### src/rtl/switch_cond_pkg.sv
// Shared constants and state encoding for the switch input-conditioning stage.
package switch_cond_pkg;

  localparam int unsigned SW_WIDTH         = 8;
  localparam int unsigned SYNC_STAGES_DEF  = 2;
  localparam int unsigned DEBOUNCE_CNT_DEF = 1000000;
  localparam int unsigned SIM_DEBOUNCE_CNT = 4;

  // Bit positions of the gate-block operands on the debounced bus
  localparam int unsigned SW_A      = 0;
  localparam int unsigned SW_B      = 1;
  localparam int unsigned SW_A1_LSB = 2;
  localparam int unsigned SW_B1_LSB = 5;

  typedef enum logic {
    ST_STABLE   = 1'b0,
    ST_COUNTING = 1'b1
  } db_state_e;

  function automatic int unsigned cnt_width(input int unsigned cnt_max);
    return $clog2(cnt_max + 1);
  endfunction

endpackage

### src/rtl/debounce_bit.sv
// Single-bit synchroniser chain followed by a hold-time debounce FSM.
module debounce_bit
  import switch_cond_pkg::*;
#(
  parameter int unsigned SYNC_STAGES = SYNC_STAGES_DEF,
  parameter int unsigned CNT_MAX     = DEBOUNCE_CNT_DEF
) (
  input  logic clk,
  input  logic reset_n,
  input  logic din,
  output logic level,
  output logic rise,
  output logic fall
);

  localparam int unsigned CW = cnt_width(CNT_MAX);

  logic [SYNC_STAGES-1:0] sync_q;
  logic                   sync;
  logic                   mismatch;
  logic [CW-1:0]          cnt;
  db_state_e              state;

  always_ff @(posedge clk or negedge reset_n) begin
    if (!reset_n) begin
      sync_q <= '0;
    end else begin
      sync_q <= {sync_q[SYNC_STAGES-2:0], din};
    end
  end

  assign sync     = sync_q[SYNC_STAGES-1];
  assign mismatch = (sync != level);

  // The counter holds how many consecutive edges have seen a mismatch; the
  // new level is taken on the CNT_MAX-th such edge.
  always_ff @(posedge clk or negedge reset_n) begin
    if (!reset_n) begin
      state <= ST_STABLE;
      cnt   <= '0;
      level <= 1'b0;
      rise  <= 1'b0;
      fall  <= 1'b0;
    end else begin
      rise <= 1'b0;
      fall <= 1'b0;
      case (state)
        ST_STABLE: begin
          cnt <= '0;
          if (mismatch) begin
            if (CNT_MAX == 1) begin
              level <= sync;
              rise  <= sync;
              fall  <= ~sync;
            end else begin
              state <= ST_COUNTING;
              cnt   <= CW'(1);
            end
          end
        end
        ST_COUNTING: begin
          if (!mismatch) begin
            state <= ST_STABLE;
            cnt   <= '0;
          end else if (cnt == CW'(CNT_MAX - 1)) begin
            level <= sync;
            rise  <= sync;
            fall  <= ~sync;
            state <= ST_STABLE;
            cnt   <= '0;
          end else begin
            cnt <= cnt + CW'(1);
          end
        end
        default: begin
          state <= ST_STABLE;
          cnt   <= '0;
        end
      endcase
    end
  end

endmodule

### src/rtl/switch_debounce_sync.sv
// Synchronises and debounces the slide-switch bus feeding the AND-gate block.
module switch_debounce_sync
  import switch_cond_pkg::*;
#(
  parameter int unsigned WIDTH       = SW_WIDTH,
  parameter int unsigned SYNC_STAGES = SYNC_STAGES_DEF,
  parameter int unsigned CNT_MAX     = DEBOUNCE_CNT_DEF
) (
  input  logic             clk,
  input  logic             reset_n,
  input  logic [WIDTH-1:0] sw_in,
  output logic [WIDTH-1:0] sw_db,
  output logic [WIDTH-1:0] sw_rise,
  output logic [WIDTH-1:0] sw_fall,
  output logic             any_change
);

  for (genvar i = 0; i < WIDTH; i++) begin : g_bit
    debounce_bit #(
      .SYNC_STAGES(SYNC_STAGES),
      .CNT_MAX    (CNT_MAX)
    ) u_bit (
      .clk    (clk),
      .reset_n(reset_n),
      .din    (sw_in[i]),
      .level  (sw_db[i]),
      .rise   (sw_rise[i]),
      .fall   (sw_fall[i])
    );
  end

  // Combinational OR of registered pulses, same cycle as the pulses
  assign any_change = |{sw_rise, sw_fall};

endmodule

### config.mk
export PLATFORM = sky130hd
export DESIGN_NAME = switch_debounce_sync
export DESIGN_NICKNAME = d
export VERILOG_FILES = /design/src/rtl/switch_cond_pkg.sv /design/src/rtl/debounce_bit.sv /design/src/rtl/switch_debounce_sync.sv
export SDC_FILE = /design/constraint.sdc
export NUM_CORES = 1
export LEC_CHECK = 0
export ABC_CLOCK_PERIOD_IN_PS = 2200
export CAP_MARGIN = 10
export CORE_ASPECT_RATIO = 0.9
export CORE_MARGIN = 2
export CORE_UTILIZATION = 45
export CTS_BUF_LIST = sky130_fd_sc_hd__clkbuf_4
export CTS_CLUSTER_DIAMETER = 50
export DETAILED_ROUTE_END_ITERATION = 7
export GPL_TIMING_DRIVEN = 0
export PLACE_DENSITY = 0.69
export SLEW_MARGIN = 30
export SYNTH_ARGS = -nofsm -noshare
export SYNTH_HDL_FRONTEND = slang
export SYNTH_SLANG_ARGS = --single-unit
### constraint.sdc
create_clock -name clk -period 2.2 [get_ports clk]
set_input_delay 0.44 -clock clk [delete_from_list [all_inputs] [get_ports clk]]
set_output_delay 0.44 -clock clk [all_outputs]
set_load 0.005 [all_outputs]
# Word level (Yosys, flattened, before mapping)
# Index checks and enable logic that the tools add are counted.
[op_classes] add_sub_neg=8 eq_ne=16 muxes=112 bitwise=16 n_reduce_logical=9
[op_table] op="20-bit 2-to-1 mux" n=16
[op_table] op="20-bit case mux with 2 select lines" n=8
[op_table] op="20-bit by 1-bit adder with 20-bit output, second input constant" n=8
[op_table] op="20-bit equality test, second input constant" n=8
[op_table] op="1-bit 2-to-1 mux" n=80
[op_table] op="3-bit AND reduction" n=8
[op_table] op="1-bit inverter" n=16
[op_table] op="1-bit case mux with 2 select lines" n=8
[op_table] op="16-bit OR reduction" n=1
[op_table] op="1-bit != test" n=8
[totals] reg_bits=208 input_bits=10 output_inout_bits=25 elab_cells=209

# Logic depth before layout (Yosys ltp)
# Gate-level depths: netlist (run 1).
[depth] ltp_word=4 ltp_mapped=7 mapped_depth_nobuf=5

# Cells and area by module
# Synthesis (run 1) repeated with hierarchy kept, for this count alone.
[hier_totals] cells_unflattened=964 hier_area_um2=9917.0
[modules_own_cells] mod="debounce_bit at g_bit[0].u_bit ..." instances=7 cells_each=120 area_per_inst_um2=1229.9 seq_area_each_um2=650.6
[modules_own_cells] mod="debounce_bit at g_bit[7].u_bit" instances=1 cells_each=119 area_per_inst_um2=1276.2 seq_area_each_um2=650.6
[modules_own_cells] mod="switch_debounce_sync" instances=1 cells_each=5 area_per_inst_um2=31.3 seq_area_each_um2=0.0

# Worst setup path after synthesis (run 1)
# Ideal clock, no wire load.
[synth_path] path_kind="register -> register" start="register g_bit[3].u_bit.cnt[6]" end="register g_bit[3].u_bit.level" setup_ns=0.125 arrival_ns=2.087 required_ns=2.075 setup_slack_ns=-0.011 stages_incl_launch_ff=5 path_buffers=0 period_less_slack_ns=2.211 cell_sequence="dfrtp_1 > or4b_1 > or4_4 > nor4_2 > mux2_2"
[synth_between] elab_chain_cells=2
[synth_lines] item="start, declared" line_no="debounce_bit.sv:21" text="logic [CW-1:0] cnt;"
[synth_lines] item="start signal, assigned" line_no="debounce_bit.sv:72" text="cnt <= cnt + CW'(1);"
[synth_lines] item="20-bit equality test" line_no="debounce_bit.sv:65" text="end else if (cnt == CW'(CNT_MAX - 1)) begin"
[synth_lines] item="3-bit AND reduction (no source line)"
[synth_lines] item="end signal, assigned" line_no="debounce_bit.sv:52" text="level <= sync;"
[synth_lines] item="end signal, assigned" line_no="debounce_bit.sv:66" text="level <= sync;"
[synth_lines] item="end, declared" line_no="debounce_bit.sv:11" text="output logic level,"
# No other way between the ends.
# A chain may end at the register's enable or synchronous reset.

# Worst setup path after layout (run 1)
[layout_path] start="register g_bit[3].u_bit.fall" end="output any_change"
[layout_between] elab_chain_cells=1
[layout_lines] item="start, declared" line_no="debounce_bit.sv:13" text="output logic fall"
[layout_lines] item="start signal, assigned" line_no="debounce_bit.sv:54" text="fall <= ~sync;"
[layout_lines] item="start signal, assigned" line_no="debounce_bit.sv:68" text="fall <= ~sync;"
[layout_lines] item="16-bit OR reduction" line_no="switch_debounce_sync.sv:33" text="assign any_change = |{sw_rise, sw_fall};"
[layout_lines] item="end, declared" line_no="switch_debounce_sync.sv:15" text="output logic any_change"
# No other way between the ends.

==> results by group, run 1 <==
Power
  • Power density cells: about 650 mW/mm²
  • Worst vdd ir: between 0.0004 and 0.0005 V
  • Leakage: between 4 and 5 nW

Logic synthesis
  • Syn_nets: 997
  • Yosys reg bits: around 210
  • Synth Area in Compound Gates: 0.07007
  • Area leader, netlist: dfrtp_1
  • Synth Area per Inst: 10.09 µm²
  • Post-synth EDFFs: 0
  • Mapped Area: just under 0.01 mm²
  • Ys Warns: 0
  • Sequential share of the synthesized area: 0.5271
  • Post-synthesis xor/xnor area fraction: 0.09491
  • Post-synthesis simple-gate area fraction: 0.2489
  • Synth area leaders: dfrtp_1 (53%), xnor2_1 (5.1%), nor2_1 (4.8%)
  • Main combinational cell family by area after synthesis: simple AND/OR/NAND/NOR gates
  • Mux cell area share after synthesis: 0.007983
  • Post-synthesis async set-or-reset flop share: 1.000
  • Synth Area in Adders: 0.01014
  • Synth cell types: 44
  • Dominant synthesized flop cell: dfrtp_1
  • Mapped Cells: 979
  • Synth top area share: 0.5271

Worst setup path
  • CP arrival: about 1.8 ns
  • Slowest cell delay on critical path: roughly 0.43 ns
  • Critical R2R Launch: g_bit[5].u_bit.cnt[11]
  • Slowest stage cell on the critical path: dfrtp_1
  • Reg-to-Reg End: g_bit[5].u_bit.level
  • CP endpoint kind: primary output
  • Worst Setup EP: any_change
  • CP cell instances: nor4_4, nand4_1, buf_2
  • Critical Path RT: between 1.5 and 2 ns
  • Top Family by Delay on Critical Path: simple AND/OR/NAND/NOR gates
  • Worst path bufs/invs: 1
  • Crit-path max FO: 2
  • Crit. path cell count: 3
  • Worst setup path class: flop to primary output
  • Reg2reg path depth: 4
  • Slack of the worst reg-to-reg path: 0.06 ns
  • Worst setup SP type: flop
  • Worst Setup SP: g_bit[3].u_bit.fall

Drt
  • Antenna-violating nets left: 0
  • DRC viols: 0
  • Vias per cell: roughly 5.3
  • Detailed Routing Iterations Pass 1: 7
  • Drt total wl: 19.82 mm
  • WL per Instance: 14.09 µm
  • Initial drt markers: between 300 and 400
  • Via Count: roughly 7500

STA
  • Slew @ Worst Pin: ~0.48 ns
  • Period utilization: 1.024
  • Hold Slack: between 0.2 and 0.25 ns
  • RSZ-0062 raised after global routing: true
  • Rel. slew slack: 0.6823
  • Setup TNS: -0.05260 ns
  • Final setup viols: 1
  • Final Hold Vio Count: 0
  • Peak Freq: about 440 MHz
  • Clock period minus worst slack: ~2.3 ns
  • Slew Limit Fails: 0
  • Clk_skew: roughly 0.045 ns
  • Post-route setup slack: -0.05260 ns

Global routing
  • First-pass GRT wire length: 34.51 mm
  • Global-route usage over all layers: 0.1792
  • Vias in the first global route: 7230
  • Largest net degree at the start of global routing: just under 90
  • Grt ovf: 0
  • Initial antenna violation count: 1

Clock network
  • Root Driver: clkbuf_4
  • Depth of the CTS H-tree: 2
  • Clock sink count: between 200 and 250
  • CTS buffer count: 54
  • CTS max path bufs: 3
  • Clock Pin Slew Worst Setup and Hold Paths: 0.06 ns
  • CTS tree: done
  • Clock latency on the worst-skew pair: approximately 0.67 ns

Floorplanning
  • Io pins: 35
  • Area of the core: between 0.02 and 0.025 mm²
  • Die Wd: roughly 160 µm
  • Die Area: approximately 0.023 mm²
  • Initial Utilization: 0.4578
  • Row cnt: around 50
  • Die Span Y: 144.5 µm

Finish
  • Storage cell area: between 0.005 and 0.006 mm²
  • Finished Layout Cells: approximately 1400
  • Area of the multi-input gates: ~0.0044 mm²
  • Layout filler cell count: between 2000 and 2500
  • Layout cell share with drive strength beyond 1: 0.1499
  • Post-layout util: 0.5324
  • Nets: 1100
  • Area growth syn-to-layout: 16.28%

Placement
  • Buffers added on ports: 34
  • Setup WS pre-CTS: -0.2572 ns
  • DP HPWL: 13.09 mm
  • GP Congestion: a little over 0.8
  • Placed cell count: 1306

Job
  • Max-cap violations: 0

Status
  • Status: finished with violations
  • Violations in the final reports: negative setup slack

Worst hold path
  • Hold Path Class: primary input to flop
## kinds of logic after synthesis
group,after synthesis
simple gates,453
flops,208
compound gates,115
xor+xnor,107
buf+inv,81
fa+ha+maj,8
mux,7
## timing repair
item	in CTS	in global routing
setup endpoints to repair	55	65
hold endpoints to repair	40	0
buffers inserted	5	7
hold buffers	1	0
gates resized for setup	20	26
pin swaps	6	5
## metrics by stage
stage | power, W | area, µm²
finish | 0.007413 | 11480
global route | 0.007797 | 11480
CTS | 0.007558 | 11380
global placement | 0.004297 | 10590
floorplan | 0.004146 | 9883
detailed placement | 0.004313 | 10650
## synthesized netlist by cell type, types with 19 or more instances
| library cell | n |
|---|---|
| clkbuf_1 | 19 |
| nor4_1 | 34 |
| o21ai_0 | 29 |
| o31ai_1 | 20 |
| a21oi_1 | 49 |
| inv_1 | 35 |
| nor3_1 | 21 |
| nor2_1 | 126 |
| or4_1 | 24 |
| xnor2_1 | 57 |
| and4_1 | 20 |
| buf_4 | 24 |
| nand3_1 | 55 |
| xor2_1 | 50 |
| nand2_1 | 52 |
| or3_1 | 29 |
| nand4_1 | 43 |
| dfrtp_1 | 208 |
## registers in the layout (all words and copies together), names as in the netlist
| register | flops |
|---|---|
| g_bit.u_bit.cnt | 160 |
| g_bit.u_bit.rise | 8 |
| g_bit.u_bit.state | 8 |
| g_bit.u_bit.sync_q | 16 |
| g_bit.u_bit.level | 8 |
| g_bit.u_bit.fall | 8 |
## worst min-delay path by stage
stage,start,endpoint,depth (start not counted)
after global routing,sw_in[0],g_bit[0].u_bit.sync_q[0],1
final,sw_in[0],g_bit[0].u_bit.sync_q[0],1
after CTS,sw_in[0],g_bit[0].u_bit.sync_q[0],1
after floorplan,reset_n,g_bit[0].u_bit.cnt[0],0
after global placement,g_bit[5].u_bit.sync_q[0],g_bit[5].u_bit.sync_q[1],0
after detailed placement,g_bit[3].u_bit.sync_q[0],g_bit[3].u_bit.sync_q[1],0
## worst register-to-register path: stages (launching register included)
cell,delay [ns]
dfrtp_2,0.43
or4b_4,0.51
or4_4,0.55
nor3_4,0.23
mux2_4,0.31
## final cells by class
| cell class | count | share of cell area |
|---|---|---|
| Clock inverter | 8 | 0.002942 |
| Multi-Input combinational cell | 690 | 0.3795 |
| Buffer | 44 | 0.02452 |
| Antenna cell | 1 | 0.0002179 |
| Clock buffer | 80 | 0.05230 |
| Timing Repair Buffer | 49 | 0.04348 |
| Sequential cell | 208 | 0.4539 |
| Inverter | 35 | 0.01144 |
| Tap cell | 291 | 0.03171 |
## report_power, final
part / leakage [nW] / internal [W] / total [W] / switching [W]
Sequential: 2.83 / 0.00388 / 0.00394 / 0.0000580
Combinational: 1.43 / 0.0000993 / 0.000307 / 0.000208
Clock: 0.382 / 0.00164 / 0.00316 / 0.00153
Total: 4.64 / 0.00562 / 0.00741 / 0.00179
## metal layers
metal / GRT usage / vias to the layer above / part of all wire
met2: 0.2802 / 106 / 0.46
met3: 0.03757 / 26 / 0.045
met1: 0.2514 / 3667 / 0.48
li1: - / 3721 / -
met4: 0.05832 / 0 / 0.013
met5: 0 / - / 0
## placed cells by master (no fill, tap or decap), types with 4 or more instances in the layout
master,synthesis,final
dfrtp_2,0,5
and2_1,5,5
o21bai_1,6,6
clkinv_1,0,6
nor4b_1,6,5
ha_1,8,7
buf_4,24,37
or4_1,24,24
clkbuf_4,0,80
and3_1,10,10
and4_1,20,20
xor2_1,50,50
or3_1,29,29
xnor2_1,57,57
o31ai_1,20,20
nor3_1,21,20
nor2_1,126,126
clkbuf_2,0,8
mux2_2,7,6
nand4_1,43,43
clkdlybuf4s50_1,0,25
nand2b_1,6,6
dfrtp_1,208,203
clkbuf_1,19,9
nand3_1,55,55
inv_1,35,35
o21ai_0,29,29
nand2_1,52,52
nor4_1,34,31
or4b_2,5,4
o22ai_1,4,4
a21oi_1,49,49
Power figures use the tool's default switching activity.
==> run 2: changes to the inputs <==
--- a/config.mk
+++ b/config.mk
@@ -15,6 +15,7 @@
 export DETAILED_ROUTE_END_ITERATION = 7
 export GPL_TIMING_DRIVEN = 0
 export PLACE_DENSITY = 0.69
+export SETUP_SLACK_MARGIN = 0.5
 export SLEW_MARGIN = 30
 export SYNTH_ARGS = -nofsm -noshare
 export SYNTH_HDL_FRONTEND = slang
==> results by group, run 2 (same netlist as run 1, synthesis figures left out) <==
Worst setup path
  • Crit-path max FO: 2
  • Critical Path RT: 1.76 ns
  • Slowest cell delay on critical path: just over 0.4 ns
  • Critical R2R Launch: g_bit[3].u_bit.cnt[15]
  • Worst setup path class: flop to primary output
  • CP arrival: 1.73 ns
  • Slowest stage cell on the critical path: dfrtp_1
  • CP cell instances: nor4_4, nand4_1, buf_2
  • Reg-to-Reg End: g_bit[3].u_bit.level
  • Slack of the worst reg-to-reg path: ~0.070 ns
  • CP endpoint kind: primary output
  • Worst setup SP type: flop
  • Reg2reg path depth: 4

Finish
  • N_diodes: 0
  • Area growth syn-to-layout: 41.16%
  • Most common cell after layout, fill and taps aside: dfrtp_1
  • Flip-flop count of the largest register after layout: 160
  • Layout cell share with drive strength beyond 1: 0.4120
  • Fin area: around 0.014 mm²
  • Most frequent cells in the layout: dfrtp_1 (182), buf_4 (94), buf_6 (85)
  • Top reg by flops: g_bit.u_bit.cnt
  • Nets: 1221
  • Largest regs: g_bit.u_bit.cnt (160), g_bit.u_bit.sync_q (16)

Clock network
  • Depth of the CTS H-tree: 2
  • Root Driver: clkbuf_4
  • CTS buffer count: between 50 and 60
  • CTS tree: done
  • CTS max path bufs: 3
  • Clock Pin Slew Worst Setup and Hold Paths: about 0.060 ns
  • Clock latency on the worst-skew pair: between 0.6 and 0.7 ns
  • Clock sink count: 208

Drt
  • Initial drt markers: around 380
  • Via Count: ~8400
  • DRC viols: 0
  • WL per Instance: 16.04 µm
  • Drt total wl: between 20 and 25 mm
  • Antenna-violating nets left: 0
  • Vias per cell: around 5.5
  • Detailed Routing Iterations Pass 1: 5

Placement
  • DP Area: between 0.01 and 0.015 mm²
  • Buffers added on ports: 34
  • DP HPWL: 13.24 mm
  • GP Congestion: between 0.7 and 0.8

Floorplanning
  • Die Area: roughly 0.023 mm²
  • Area of the core: approximately 0.022 mm²
  • Row cnt: 51
  • Io pins: 35
  • Die Wd: between 150 and 200 µm
  • Initial Utilization: 0.4578
  • Die Span Y: between 100 and 150 µm

Global routing
  • Grt ovf: 0
  • Global-route usage over all layers: 0.1939
  • Vias in the first global route: approximately 7900
  • Initial antenna violation count: 0
  • Largest net degree at the start of global routing: 75
  • First-pass GRT wire length: between 30 and 40 mm

STA
  • Peak Freq: between 400 and 500 MHz
  • Final Hold Vio Count: 0
  • Clock period minus worst slack: around 2.2 ns
  • Clk_skew: 0.02699 ns
  • RSZ-0062 raised after global routing: true
  • Slew Limit Fails: 0
  • Final setup viols: 0
  • Rel. slew slack: 0.6631
  • Slew @ Worst Pin: around 0.5 ns
  • Period utilization: 0.9868

Status
  • Status: finished clean

Power
  • Worst vdd ir: roughly 0.00035 V
  • Leakage: between 5 and 6 nW
  • Power density cells: approximately 550 mW/mm²
  • Total power: 0.007666 W

Worst hold path
  • Hold Path Class: primary input to flop
  • WHS Path Cells: 1
  • WHS Endpoint: g_bit[1].u_bit.sync_q[0]
  • Worst min-delay path startpoint: sw_in[1]

Job
  • Max-cap violations: 0
run 2: cell types whose count changed in the layout (fill, tap and decap cells not counted), moves of 34 or more:
cell / change
a21oi_1: -34
a21oi_2: +34
buf_4: +57
buf_6: +82
nor2_1: -61
nor2_4: +50
run 2: layer usage:
metal  vias up  GRT usage  share of wire
li1       3961          -              -
met1      4161     0.2629           0.43
met2       200     0.3174           0.50
met3        53    0.04187          0.055
met4         0    0.05500          0.017
met5         -          0              0
run 2: worst max-delay path by stage:
stage / from / to / slack (ns) / depth (start not counted)
final: g_bit[3].u_bit.rise / any_change / 0.03 / 3
after global routing: g_bit[3].u_bit.rise / any_change / -0.07 / 3
after CTS: g_bit[3].u_bit.rise / any_change / 0.01 / 3
after detailed placement: g_bit[3].u_bit.cnt[6] / g_bit[3].u_bit.cnt[11] / -0.09 / 5
after global placement: reset_n / g_bit[2].u_bit.cnt[13] / -8.05 / 1
after floorplan: g_bit[3].u_bit.cnt[6] / g_bit[3].u_bit.level / 0.08 / 4
run 2: what timing repair did:
| item | CTS | global route |
|---|---|---|
| setup buffers | 81 | 41 |
| pin swaps | 47 | 68 |
| endpoints found under the hold margin | 64 | 0 |
| cloned | 5 | 5 |
| resized for setup | 264 | 248 |
| hold buffers | 1 | 0 |
| endpoints found under the setup margin | 199 | 200 |
run 2: worst max-delay path: cells and delay by family, from the launching register on:
family | cells | cell delay (ns)
and+or+nand+nor | 2 | 0.53
DFF | 1 | 0.41
buffers and inverters | 1 | 0.15
run 2: stage by stage:
stage                       util  hold WS (ns)  std cells  setup TNS [ns]  setup WS (ns)
final                     0.6462        0.2272       1524               0        0.02896
after global routing      0.6462        0.1862       1524        -0.09091       -0.07020
after CTS                 0.5868        0.1880       1478               0        0.01364
after detailed placement  0.5008        0.3347       1306         -0.8852       -0.08848
after global placement    0.4980        0.3315       1304        -1672.48         -8.054
after floorplan                -        0.1444        979               0        0.07521
run 2: cell type report:
type | instances | area, µm²
fillers | 1682 | 7630
flip-flops and latches | 208 | 5238
plain buffers | 46 | 528.0
multi-input cells | 690 | 5453
repair buffers | 169 | 1612
well taps | 291 | 364.1
clock buffers | 77 | 578.1
clock inverters | 8 | 35.03
inverters | 35 | 131.4
run 2: power by group:
group          internal (W)  total [W]  leakage (nW)  switching [W]
sequential          0.00388    0.00395          2.79      0.0000706
combinational      0.000261   0.000585          2.36       0.000324
clock               0.00158    0.00313         0.376        0.00154
total               0.00573    0.00767          5.53        0.00194
==> run 3: changes to the inputs <==
--- a/config.mk
+++ b/config.mk
@@ -11,7 +11,7 @@
 export CORE_MARGIN = 2
 export CORE_UTILIZATION = 45
 export CTS_BUF_LIST = sky130_fd_sc_hd__clkbuf_4
-export CTS_CLUSTER_DIAMETER = 50
+export CTS_CLUSTER_DIAMETER = 100
 export DETAILED_ROUTE_END_ITERATION = 7
 export GPL_TIMING_DRIVEN = 0
 export PLACE_DENSITY = 0.69
==> results of run 3 <==
No change in the layout: final DEF, timing and power equal those of run 2.
